[src/rtl/relation_pkg.sv]
// Shared encodings for the relation monitor: read-select codes and run FSM states.
package relation_pkg;

  // Read-select codes; 6 and 7 are reserved and read back as zero.
  localparam logic [2:0] SEL_GRAY  = 3'd0;
  localparam logic [2:0] SEL_EX3   = 3'd1;
  localparam logic [2:0] SEL_MORE  = 3'd2;
  localparam logic [2:0] SEL_LESS  = 3'd3;
  localparam logic [2:0] SEL_NOREL = 3'd4;
  localparam logic [2:0] SEL_TOTAL = 3'd5;

  // Number of occurrence counters: five flags plus the total.
  localparam int N_CNT = 6;

  // Width of the run-length counter; RUN_LEN is limited to 15.
  localparam int LEN_W = 4;

  typedef enum logic [1:0] {
    ST_IDLE = 2'd0,
    ST_RUN  = 2'd1,
    ST_HIT  = 2'd2
  } state_t;

endpackage

[src/rtl/sat_counter.sv]
// Saturating up-counter with synchronous clear; holds at all-ones.
module sat_counter #(
  parameter int W = 8
) (
  input  logic         clk,
  input  logic         rst_n,
  input  logic         clr,
  input  logic         inc,
  output logic [W-1:0] cnt
);

  localparam logic [W-1:0] MAX = '1;

  logic [W-1:0] r_cnt;

  // Count up on inc until saturated; clear has priority over increment.
  // NOTE: sequential state uses non-blocking (<=) so every flop samples pre-edge values.
  always_ff @(posedge clk or negedge rst_n) begin
    if (!rst_n) begin
      r_cnt <= '0;
    end else if (clr) begin
      r_cnt <= '0;
    end else if (inc && (r_cnt != MAX)) begin
      r_cnt <= r_cnt + 1'b1;
    end
  end

  assign cnt = r_cnt;

endmodule

[src/rtl/relation_monitor.sv]
// Comparator-flag statistics and gray-run detector with a registered read port.
module relation_monitor
  import relation_pkg::*;
#(
  parameter int CNT_W   = 8,
  parameter int RUN_LEN = 4
) (
  input  logic             clk,
  input  logic             rst_n,
  input  logic             clear,
  input  logic             in_valid,
  output logic             in_ready,
  input  logic             in_gray,
  input  logic             in_excess_3,
  input  logic             in_more,
  input  logic             in_less,
  input  logic             in_no_relation,
  input  logic             rd_req,
  input  logic [2:0]       rd_sel,
  output logic             rd_valid,
  output logic [CNT_W-1:0] rd_data,
  output logic             run_hit,
  output logic             run_dir
);

  localparam logic [LEN_W-1:0] RUN_LEN_C = LEN_W'(RUN_LEN);

  logic             w_accept;
  logic [N_CNT-1:0] w_inc;
  logic [CNT_W-1:0] w_cnt [N_CNT];
  logic [CNT_W-1:0] w_rd_mux;
  logic             w_dir_gray;
  logic             w_same_dir;
  state_t           w_next_state;
  logic [LEN_W-1:0] w_next_len;
  logic             w_next_dir;
  logic             w_hit;

  state_t           r_state;
  logic [LEN_W-1:0] r_run_len;
  logic             r_run_dir;
  logic             r_run_hit;
  logic             r_rd_valid;
  logic [CNT_W-1:0] r_rd_data;

  // Clear blocks acceptance for that cycle; there is no other back-pressure.
  assign in_ready = ~clear;
  assign w_accept = in_valid & ~clear;

  // Bit order matches the SEL_* codes; the top bit is the total counter.
  assign w_inc = {1'b1, in_no_relation, in_less, in_more, in_excess_3, in_gray}
               & {N_CNT{w_accept}};

  for (genvar g = 0; g < N_CNT; g++) begin : g_cnt
    sat_counter #(.W(CNT_W)) u_cnt (
      .clk   (clk),
      .rst_n (rst_n),
      .clr   (clear),
      .inc   (w_inc[g]),
      .cnt   (w_cnt[g])
    );
  end

  // Read mux over the pre-update counter values; reserved selects give zero.
  // NOTE: every combinational output gets a default first so no latch is inferred.
  always_comb begin
    w_rd_mux = '0;
    case (rd_sel)
      SEL_GRAY:  w_rd_mux = w_cnt[0];
      SEL_EX3:   w_rd_mux = w_cnt[1];
      SEL_MORE:  w_rd_mux = w_cnt[2];
      SEL_LESS:  w_rd_mux = w_cnt[3];
      SEL_NOREL: w_rd_mux = w_cnt[4];
      SEL_TOTAL: w_rd_mux = w_cnt[5];
      default:   w_rd_mux = '0;
    endcase
  end

  // A directional gray sample has the gray flag and exactly one direction flag.
  assign w_dir_gray = in_gray & (in_more ^ in_less);
  assign w_same_dir = w_dir_gray & (in_more == r_run_dir);

  // Run FSM next-state logic; only accepted samples move it.
  always_comb begin
    w_next_state = r_state;
    w_next_len   = r_run_len;
    w_next_dir   = r_run_dir;
    w_hit        = 1'b0;
    if (clear) begin
      w_next_state = ST_IDLE;
      w_next_len   = '0;
      w_next_dir   = 1'b0;
    end else if (w_accept) begin
      case (r_state)
        ST_IDLE: begin
          if (w_dir_gray) begin
            w_next_state = ST_RUN;
            w_next_len   = LEN_W'(1);
            w_next_dir   = in_more;
          end
        end
        ST_RUN: begin
          if (w_same_dir) begin
            w_next_len = r_run_len + 1'b1;
            if ((r_run_len + 1'b1) == RUN_LEN_C) begin
              w_hit        = 1'b1;
              w_next_state = ST_HIT;
            end
          end else if (w_dir_gray) begin
            w_next_len = LEN_W'(1);
            w_next_dir = in_more;
          end else begin
            w_next_state = ST_IDLE;
            w_next_len   = '0;
          end
        end
        ST_HIT: begin
          if (w_same_dir) begin
            w_next_state = ST_HIT;
          end else if (w_dir_gray) begin
            w_next_state = ST_RUN;
            w_next_len   = LEN_W'(1);
            w_next_dir   = in_more;
          end else begin
            w_next_state = ST_IDLE;
            w_next_len   = '0;
          end
        end
        default: begin
          w_next_state = ST_IDLE;
          w_next_len   = '0;
        end
      endcase
    end
  end

  // Run FSM state, run length, direction and hit pulse registers.
  always_ff @(posedge clk or negedge rst_n) begin
    if (!rst_n) begin
      r_state   <= ST_IDLE;
      r_run_len <= '0;
      r_run_dir <= 1'b0;
      r_run_hit <= 1'b0;
    end else begin
      r_state   <= w_next_state;
      r_run_len <= w_next_len;
      r_run_dir <= w_next_dir;
      r_run_hit <= w_hit;
    end
  end

  // Read response: one-cycle valid pulse per request, data held otherwise.
  always_ff @(posedge clk or negedge rst_n) begin
    if (!rst_n) begin
      r_rd_valid <= 1'b0;
      r_rd_data  <= '0;
    end else begin
      r_rd_valid <= rd_req;
      if (rd_req) begin
        r_rd_data <= w_rd_mux;
      end
    end
  end

  assign rd_valid = r_rd_valid;
  assign rd_data  = r_rd_data;
  assign run_hit  = r_run_hit;
  assign run_dir  = r_run_dir;

endmodule

[config.mk]
export PLATFORM = sky130hd
export DESIGN_NAME = relation_monitor
export DESIGN_NICKNAME = d
export VERILOG_FILES = /design/src/rtl/relation_pkg.sv /design/src/rtl/sat_counter.sv /design/src/rtl/relation_monitor.sv
export SDC_FILE = /design/constraint.sdc
export NUM_CORES = 1
export LEC_CHECK = 0
export BUFFER_PORTS_ARGS = -buffer_cell sky130_fd_sc_hd__buf_2
export CORE_MARGIN = 3
export CORE_UTILIZATION = 40
export DETAILED_ROUTE_END_ITERATION = 10
export PLACE_DENSITY_LB_ADDON = 0.25
export SLEW_MARGIN = 10
export SYNTH_ARGS = -nofsm -noshare
export SYNTH_HDL_FRONTEND = slang
export SYNTH_SLANG_ARGS = --single-unit
[constraint.sdc]
create_clock -name clk -period 4.7 [get_ports clk]
set_input_delay 0.705 -clock clk [delete_from_list [all_inputs] [get_ports clk]]
set_output_delay 0.705 -clock clk [all_outputs]
set_load 0.05 [all_outputs]
==> impl_metrics.yaml, run 1 <==
synthesis:
  synth-edff-count: 0
  syn_area_per_cell_um2: 9.96
  synth_flop_cell: "dfrtp_1"
  synth_top_area_share_pct: 40.7
  ys_seq_elements: 65
  yosysWarningCount: 0
  synth_area_um2: 3990
  async_reset_ff_share_pct: 100
  synth_nets: 426
  yosysSeqAreaShare_pct: 40.7
  yosys.cell_count.top_type: "dfrtp_1"
  synth_top_area_cell: "dfrtp_1"
  yosys-top-cells-area: "dfrtp_1 41%, mux2i_1 5.3%, nor2_1 4.3%"
  postSynthCellCount: 401
  ys_types: 67
  synth_common_cells: "65 x dfrtp_1, 46 x nor2_1, 21 x mux2i_1"
routing:
  drt_pass1_iterations: 4
  drt_iter0_drc: 132
  ant_nets: 0
  wl_per_cell_um: 16.0
  via_per_inst: 5.56
  drt-total-wl_um: 8870
  remaining_drc_errors: 0
  vias: 3074
floorplanning:
  dieWidth_um: 106
  fp.dieH_um: 106
  start_util_pct: 42.2
  io_pins: 25
  core_um2: 9460
  core.rowCount: 35
  die-area_um2: 11200
timing:
  period_share_pct: 45.7
  hold_viol_final: 0
  relSlewSlack_pct: 53.4
  max_freq_ghz: 0.465
  finalSetupViolCount: 0
  holdWs_ns: 0.397
  tightest_slew_ns: 0.699
  slew_viol_final: 0
  tns_ns: 0
  min_period_ns: 2.15
  finClkSkew_ns: 0.00803
  rsz0062_at_grt: "false"
global_routing:
  antenna_found_initial: 0
  grt_pass1_vias: 2939
  grt_max_degree: 60
  overflow: 0
  globalRouteTotalUtil_pct: 16.5
  grt_pass1_wl_um: 15000
critical_path:
  cp-end-kind: "output pin"
  worstSetupStartpointType: "input port"
  worst-setup-path-type: "in -> out"
  r2r-start: "g_cnt[0].u_cnt.cnt[0]"
  worstPathArrival_ns: 1.44
  worst-r2r-cell-count: 5
  worstPathRequired_ns: 3.99
  crit_path_max_fanout: 10
  reg2reg_slack_ns: 2.74
  reg2reg_to: "g_cnt[0].u_cnt.cnt[7]"
power:
  powerDensity_nw_per_um2: 279
  total_power_mw: 1.22
  ir_drop_mv: 0.160
  p_leak_nw: 1.91
place:
  dp_cells: 538
  hpwl_um: 6390
  numPortBuffers: 24
  gp_congestion: 0.793
layout:
  diodes: 0
  nets: 445
  utilization_pct: 46.3
  fin_cells: 553
  drive_above_1_share_pct: 15.6
  area_growth_pct: 9.71
cts:
  clkTransAtPathRegs_ns: 0.08
  clkSinkCount: 65
  postCtsSetupBuffers: 0
  cts-resized-gates: 0
  cts_tree: "yes"
  cts_hold_buf: 0
  ctsLongestPathBuffers: 2
  h-tree-depth: 3
  cts_made_buffers: 9
  cts_root_buf: "clkbuf_8"
  insertion_delay_ns: 0.34
flow_run:
  maxCapViolCount: 0
worst_hold_path:
  hold_path_class: "in -> async"
outcome:
  outcome: "completed"
==> routing by layer <==
layer | GRT usage (%) | part of all wire [%] | wire length (um)
met1 | 23.2 | 51 | 4510
met2 | 25.8 | 45 | 3980
met3 | 3.95 | 3.4 | 301
met4 | 3.98 | 1.0 | 89
met5 | 0 | 0 | 0
==> how the worst max path moves through the flow <==
stage                      from                     to  slack (ns)  cells past startpoint
after floorplan           clear               in_ready        2.45                      3
after global placement    clear  g_cnt[0].u_cnt.cnt[7]        2.29                      6
after detailed placement  clear  g_cnt[0].u_cnt.cnt[7]        2.23                      6
after CTS                 clear               in_ready        2.54                      3
after global routing      clear  g_cnt[0].u_cnt.cnt[7]        2.45                      6
final                     clear               in_ready        2.55                      3
==> worst max-delay path, cell delays in order <==
cell and delay (ns):
buf_2 0.09, clkinv_1 0.30, buf_2 0.34
==> cells by family after synthesis <==
logic type | count (synthesis) | synth area share (%)
mux | 38 | 11.3
xor+xnor | 19 | 4.35
fa+ha+maj | 12 | 3.76
buf+inv | 32 | 3.45
compound gates | 87 | 16.8
flops | 65 | 40.7
simple gates | 148 | 19.7
==> cells in the final DEF, fill, tap and decap left out, types with 10 or more instances in the layout <==
cell type and count:
dfrtp_1 65, nand3_1 19, a21oi_1 11, nor2b_1 11, buf_2 24, inv_1 13
mux2i_1 21, nor2_1 46, mux2_2 10, o21ai_0 13, ha_1 12, nand2_1 19
==> power breakdown <==
group / leakage, nW / switching (mW) / internal [mW] / total, mW
registers: 0.887 / 0.0219 / 0.577 / 0.599
logic: 0.934 / 0.109 / 0.0582 / 0.167
clock network: 0.0929 / 0.217 / 0.240 / 0.457
==> stage by stage <==
step,area (um^2),worst slack [ns]
final,4380,2.55
after global routing,4380,2.45
after CTS,4380,2.54
after detailed placement,4210,2.23
after global placement,4210,2.29
after floorplan,3990,2.45
==> cell type report <==
type                    count  area [um^2]
fillers                   918         5080
multi-input cells         304         2230
flip-flops and latches     65         1630
well taps                 129          161
repair buffers             26          135
clock buffers              11          131
inverters                  14         52.6
clock inverters             4         45.0
==> sequential cells by signal, indices dropped and copies added (netlist names) <==
| name | flops |
|---|---|
| rd_valid | 1 |
| r_run_len | 4 |
| run_hit | 1 |
| g_cnt.u_cnt.cnt | 48 |
| run_dir | 1 |
| r_state | 2 |
| rd_data | 8 |
No activity file was read; power rests on OpenSTA's default activity.
==> inputs of run 2 (changes only) <==
Settings changed: ABC_AREA set to 1.
Clock period 4.7 ns to 1.9 ns, I/O delays scaled along.
==> impl_metrics.yaml, run 2 <==
timing:
  finClkSkew_ns: 0.0103
  finalSetupViolCount: 0
  rsz0062_at_grt: "false"
  period_share_pct: 85.6
  slew_viol_final: 0
  tightest_slew_ns: 0.432
  relSlewSlack_pct: 71.0
  hold_viol_final: 0
  tns_ns: 0
  min_period_ns: 1.63
  max_freq_ghz: 0.615
synthesis:
  ys_types: 31
  synth_area_um2: 4080
  synth_top_area_cell: "dfrtp_1"
  postSynthCellCount: 579
  yosysSeqAreaShare_pct: 39.9
  synth_flop_cell: "dfrtp_1"
  syn_area_per_cell_um2: 7.04
  yosysWarningCount: 0
  synth-edff-count: 0
  synth_common_cells: "134 x nand2_1, 87 x nor2_1, 79 x inv_1"
  yosys.cell_count.top_type: "nand2_1"
  synth_top_area_share_pct: 39.9
  yosys-top-cells-area: "dfrtp_1 40%, nand2_1 12%, nor2_1 8.0%"
  synth_nets: 604
  ys_seq_elements: 65
  async_reset_ff_share_pct: 100
place:
  hpwl_um: 7460
  dp_cells: 732
  numPortBuffers: 24
  gp_congestion: 0.892
  dpl-instance-area_um2: 4350
power:
  ir_drop_mv: 0.323
  powerDensity_nw_per_um2: 685
  p_leak_nw: 2.13
  total_power_mw: 3.12
layout:
  fin_cells: 748
  drive_above_1_share_pct: 10.2
  area_growth_pct: 11.8
  nets: 636
  largest_reg_flops: 48
  final_cell_mix: "134 x nand2_1, 86 x nor2_1, 79 x inv_1, 65 x dfrtp_1, 54 x nand3_1"
  layout.cells.most_common: "nand2_1"
  diodes: 0
  post-route-cell-area_um2: 4560
floorplanning:
  start_util_pct: 41.3
  io_pins: 25
  dieWidth_um: 107
  core_um2: 9860
  fp.dieH_um: 107
  die-area_um2: 11400
  core.rowCount: 36
global_routing:
  overflow: 0
  antenna_found_initial: 0
  grt_max_degree: 66
  globalRouteTotalUtil_pct: 18.6
  grt_pass1_wl_um: 16800
  grt_pass1_vias: 3519
worst_hold_path:
  min_path_cells: 1
  min_to: "rd_valid"
  hold_path_class: "in -> reg"
  worstHoldStart: "rd_req"
routing:
  remaining_drc_errors: 0
  drt_pass1_iterations: 5
  ant_nets: 0
  wl_per_cell_um: 13.4
  drt-total-wl_um: 10000
  vias: 3787
  via_per_inst: 5.06
  drt_iter0_drc: 227
cts:
  cts_root_buf: "clkbuf_8"
  clkSinkCount: 65
  ctsLongestPathBuffers: 2
  postCtsSetupBuffers: 0
  cts_tree: "yes"
  cts_made_buffers: 9
  h-tree-depth: 3
  insertion_delay_ns: 0.35
  clkTransAtPathRegs_ns: 0.07
flow_run:
  maxCapViolCount: 0
critical_path:
  reg2reg_to: "g_cnt[5].u_cnt.cnt[7]"
  worst-setup-path-type: "reg -> reg"
  worst-r2r-cell-count: 7
  r2r-start: "g_cnt[5].u_cnt.cnt[0]"
  reg2reg_slack_ns: 0.27
  worstSetupStartpointType: "flip-flop"
  cp-end-kind: "flip-flop"
  crit_path_max_fanout: 8
  worstPathRequired_ns: 2.16
  worstPathArrival_ns: 1.89
outcome:
  outcome: "completed"
run 2: layer usage:
layer | vias to the layer above | track usage, % | wire, um
met2 | 96 | 30.4 | 4790
met5 | - | 0 | 0
met4 | 0 | 5.66 | 128
met1 | 1730 | 24.8 | 4680
li1 | 1949 | - | -
met3 | 12 | 3.91 | 416
run 2: repair_timing:
action,CTS,global route
endpoints found under the setup margin,0,1
resized for setup,0,1
hold buffers,1,0
endpoints found under the hold margin,65,0
run 2: final cells by class:
cell class                 count  area (um^2)
clock buffer                  12          155
multi-input combinational    423         2090
inverter                      83          314
clock inverter                 3         40.0
fill                         983         5300
tap                          133          166
sequential                    65         1630
timing repair buffer          29          173
run 2: critical path: stages, from the launching register on:
cell     delay (ns)
dfrtp_1        0.40
ha_1           0.19
nand2_1        0.10
nor2_1         0.18
nand2_1        0.09
o21ai_0        0.16
nand2_1        0.20
o21ai_0        0.22
run 2: cells by family after synthesis:
group | after synthesis | synth area share (%)
AO/OA/AOI/OAI | 86 | 12.1
XOR/XNOR | 5 | 1.07
adder cells (fa/ha/maj) | 12 | 3.68
buffers and inverters | 91 | 9.02
flip-flops | 65 | 39.9
AND/OR/NAND/NOR | 320 | 34.3
run 2: worst max path at each step:
stage | start | endpoint | slack [ns] | cells past startpoint
2_1_floorplan | run_dir | r_run_len[0] | 0.44 | 9
3_3_place_gp | g_cnt[0].u_cnt.cnt[0] | g_cnt[0].u_cnt.cnt[6] | 0.34 | 6
3_5_place_dp | g_cnt[0].u_cnt.cnt[0] | g_cnt[0].u_cnt.cnt[6] | 0.24 | 6
4_1_cts | g_cnt[0].u_cnt.cnt[0] | g_cnt[0].u_cnt.cnt[6] | 0.23 | 6
5_1_grt | g_cnt[0].u_cnt.cnt[0] | g_cnt[0].u_cnt.cnt[6] | 0.1 | 7
6_report | g_cnt[5].u_cnt.cnt[0] | g_cnt[5].u_cnt.cnt[7] | 0.27 | 7
run 2: power breakdown:
part,switching [mW],internal (mW),leakage [nW]
clock network,0.526,0.667,0.102
registers,0.0481,1.43,0.884
logic,0.327,0.122,1.14
run 2: through the flow:
| stage | utilization [%] | hold WS [ns] | worst slack [ns] |
|---|---|---|---|
| finish | 46.2 | 0.219 | 0.274 |
| global route | 46.2 | 0.217 | 0.0993 |
| CTS | 46.2 | 0.216 | 0.225 |
| detailed placement | 44.1 | 0.336 | 0.235 |
| global placement | 44.1 | 0.337 | 0.336 |
| floorplan | - | -0.0106 | 0.439 |
==> inputs of run 3 (changes only) <==
Clock period 1.9 ns to 1.6 ns, I/O delays scaled along.
==> impl_metrics.yaml, run 3 (synthesis gave the netlist of run 2 again) <==
routing:
  remaining_drc_errors: 0
  wl_per_cell_um: 13.8
  vias: 3905
  drt_pass1_iterations: 5
  ant_nets: 0
  drt_iter0_drc: 261
  drt-total-wl_um: 10500
  via_per_inst: 5.15
worst_hold_path:
  hold_path_class: "in -> reg"
  min_to: "rd_valid"
  min_path_cells: 1
  worstHoldStart: "rd_req"
place:
  numPortBuffers: 24
  dp_cells: 738
  hpwl_um: 7680
  gp_congestion: 0.871
timing:
  period_share_pct: 94.4
  finalSetupViolCount: 0
  slew_viol_final: 0
  max_freq_ghz: 0.662
  hold_viol_final: 0
  relSlewSlack_pct: 76.0
  finClkSkew_ns: 0.0110
  tightest_slew_ns: 0.360
  min_period_ns: 1.51
  holdWs_ns: 0.179
critical_path:
  critPathTopFamily: "simple AND/OR/NAND/NOR gates"
  worstPathArrival_ns: 1.80
  worstPathRequired_ns: 1.89
  crit_path_top_delay_cell: "dfrtp_1"
  worst-setup-path-type: "reg -> reg"
  crit_top_cell: "nand2_1"
  crit_path_max_fanout: 10
  reg2reg_slack_ns: 0.09
  worst-r2r-cell-count: 8
  slowest_delay_ns: 0.43
  r2r-start: "g_cnt[0].u_cnt.cnt[1]"
  cp_num_buf_inv: 0
  reg2reg_to: "g_cnt[0].u_cnt.cnt[4]"
  path_cells: "ha_1 -> nand2_1 -> nor2_1 -> a21oi_4 -> nand2_1 -> nand2_1 -> nand2_1 -> nor2_1"
  cp-end-kind: "flip-flop"
  worstSetupStartpointType: "flip-flop"
layout:
  fin_cells: 758
  multi_input_area_um2: 2140
  diodes: 0
  final-seq-area_um2: 1630
  nets: 645
  final_cell_mix: "132 x nand2_1, 83 x nor2_1, 78 x inv_1, 64 x dfrtp_1, 54 x nand3_1"
  area_growth_pct: 16.1
  drive_above_1_share_pct: 13.4
  fill_cells: 977
  layout.cells.most_common: "nand2_1"
  largest_reg_flops: 48
global_routing:
  antenna_found_initial: 0
  globalRouteTotalUtil_pct: 19.4
  grt_pass1_vias: 3700
  grt_max_degree: 66
  grt_pass1_wl_um: 17600
  overflow: 0
cts:
  clkSinkCount: 65
  h-tree-depth: 3
  insertion_delay_ns: 0.36
  cts_root_buf: "clkbuf_8"
  cts_tree: "yes"
  ctsLongestPathBuffers: 2
  clkTransAtPathRegs_ns: 0.08
  cts_made_buffers: 9
floorplanning:
  start_util_pct: 41.3
  fp.dieH_um: 107
  dieWidth_um: 107
  core_um2: 9860
  core.rowCount: 36
  io_pins: 25
  die-area_um2: 11400
power:
  ir_drop_mv: 0.354
  p_leak_nw: 2.18
  powerDensity_nw_per_um2: 842
outcome:
  outcome: "completed"
flow_run:
  maxCapViolCount: 0
## run 3: metal layers
metal  global-route usage, %  up-vias  wire, um
met1                    26.2     1833      4920
met5                       0        -         0
met2                    30.9       84      4810
met4                    6.94        0       234
li1                        -     1968         -
met3                    3.97       20       524
## run 3: through the flow
step / TNS (ns) / setup slack (ns) / utilization, % / instance area, um^2 / power [mW]
after floorplan: 0 / 0.139 / - / 4080 / 2.14
after global placement: -0.0166 / -0.0166 / 44.7 / 4410 / 2.34
after detailed placement: -0.123 / -0.0700 / 44.7 / 4410 / 2.34
after CTS: 0 / 0.00807 / 47.2 / 4650 / 3.99
after global routing: -0.0328 / -0.0107 / 48.0 / 4730 / 4.17
final: 0 / 0.0895 / 48.0 / 4730 / 3.98
## run 3: report_power, final
group / internal (mW) / switching [mW]
Clock: 0.922 / 0.723
Combinational: 0.179 / 0.412
Sequential: 1.70 / 0.0493
## run 3: final cells by class
cell class              instances  area share, %
flip-flops and latches         65           34.4
clock buffers                  10           2.91
multi-input cells             423           45.3
repair buffers                 38           5.34
clock inverters                 6           1.93
well taps                     133           3.51
inverters                      83           6.63
## run 3: repair_timing
action | 4_1_cts | 5_1_grt
resized for setup | 1 | 25
setup buffers | 0 | 3
endpoints found under the hold margin | 65 | 0
pin swaps | 0 | 5
hold buffers | 1 | 0
endpoints found under the setup margin | 4 | 34
cloned | 0 | 0
## run 3: worst register-to-register path: cells and delay by family, from the launching register on
kind,cells,cell delay (ns)
AOI/OAI and AO/OA,1,0.31
adders and majority gates,1,0.24
DFF,1,0.43
and+or+nand+nor,6,0.48
## run 3: how the worst max path moves through the flow
stage                                from               endpoint  slack [ns]  depth (start not counted)
detailed placement  g_cnt[0].u_cnt.cnt[1]  g_cnt[0].u_cnt.cnt[6]       -0.07                          6
finish              g_cnt[0].u_cnt.cnt[1]  g_cnt[0].u_cnt.cnt[4]        0.09                          8
global placement    g_cnt[0].u_cnt.cnt[1]  g_cnt[0].u_cnt.cnt[6]       -0.02                          6
global route                   r_state[0]           r_run_len[3]       -0.01                         10
CTS                 g_cnt[5].u_cnt.cnt[0]  g_cnt[5].u_cnt.cnt[6]       0.008                          7
floorplan                         run_dir           r_run_len[0]        0.14                          9
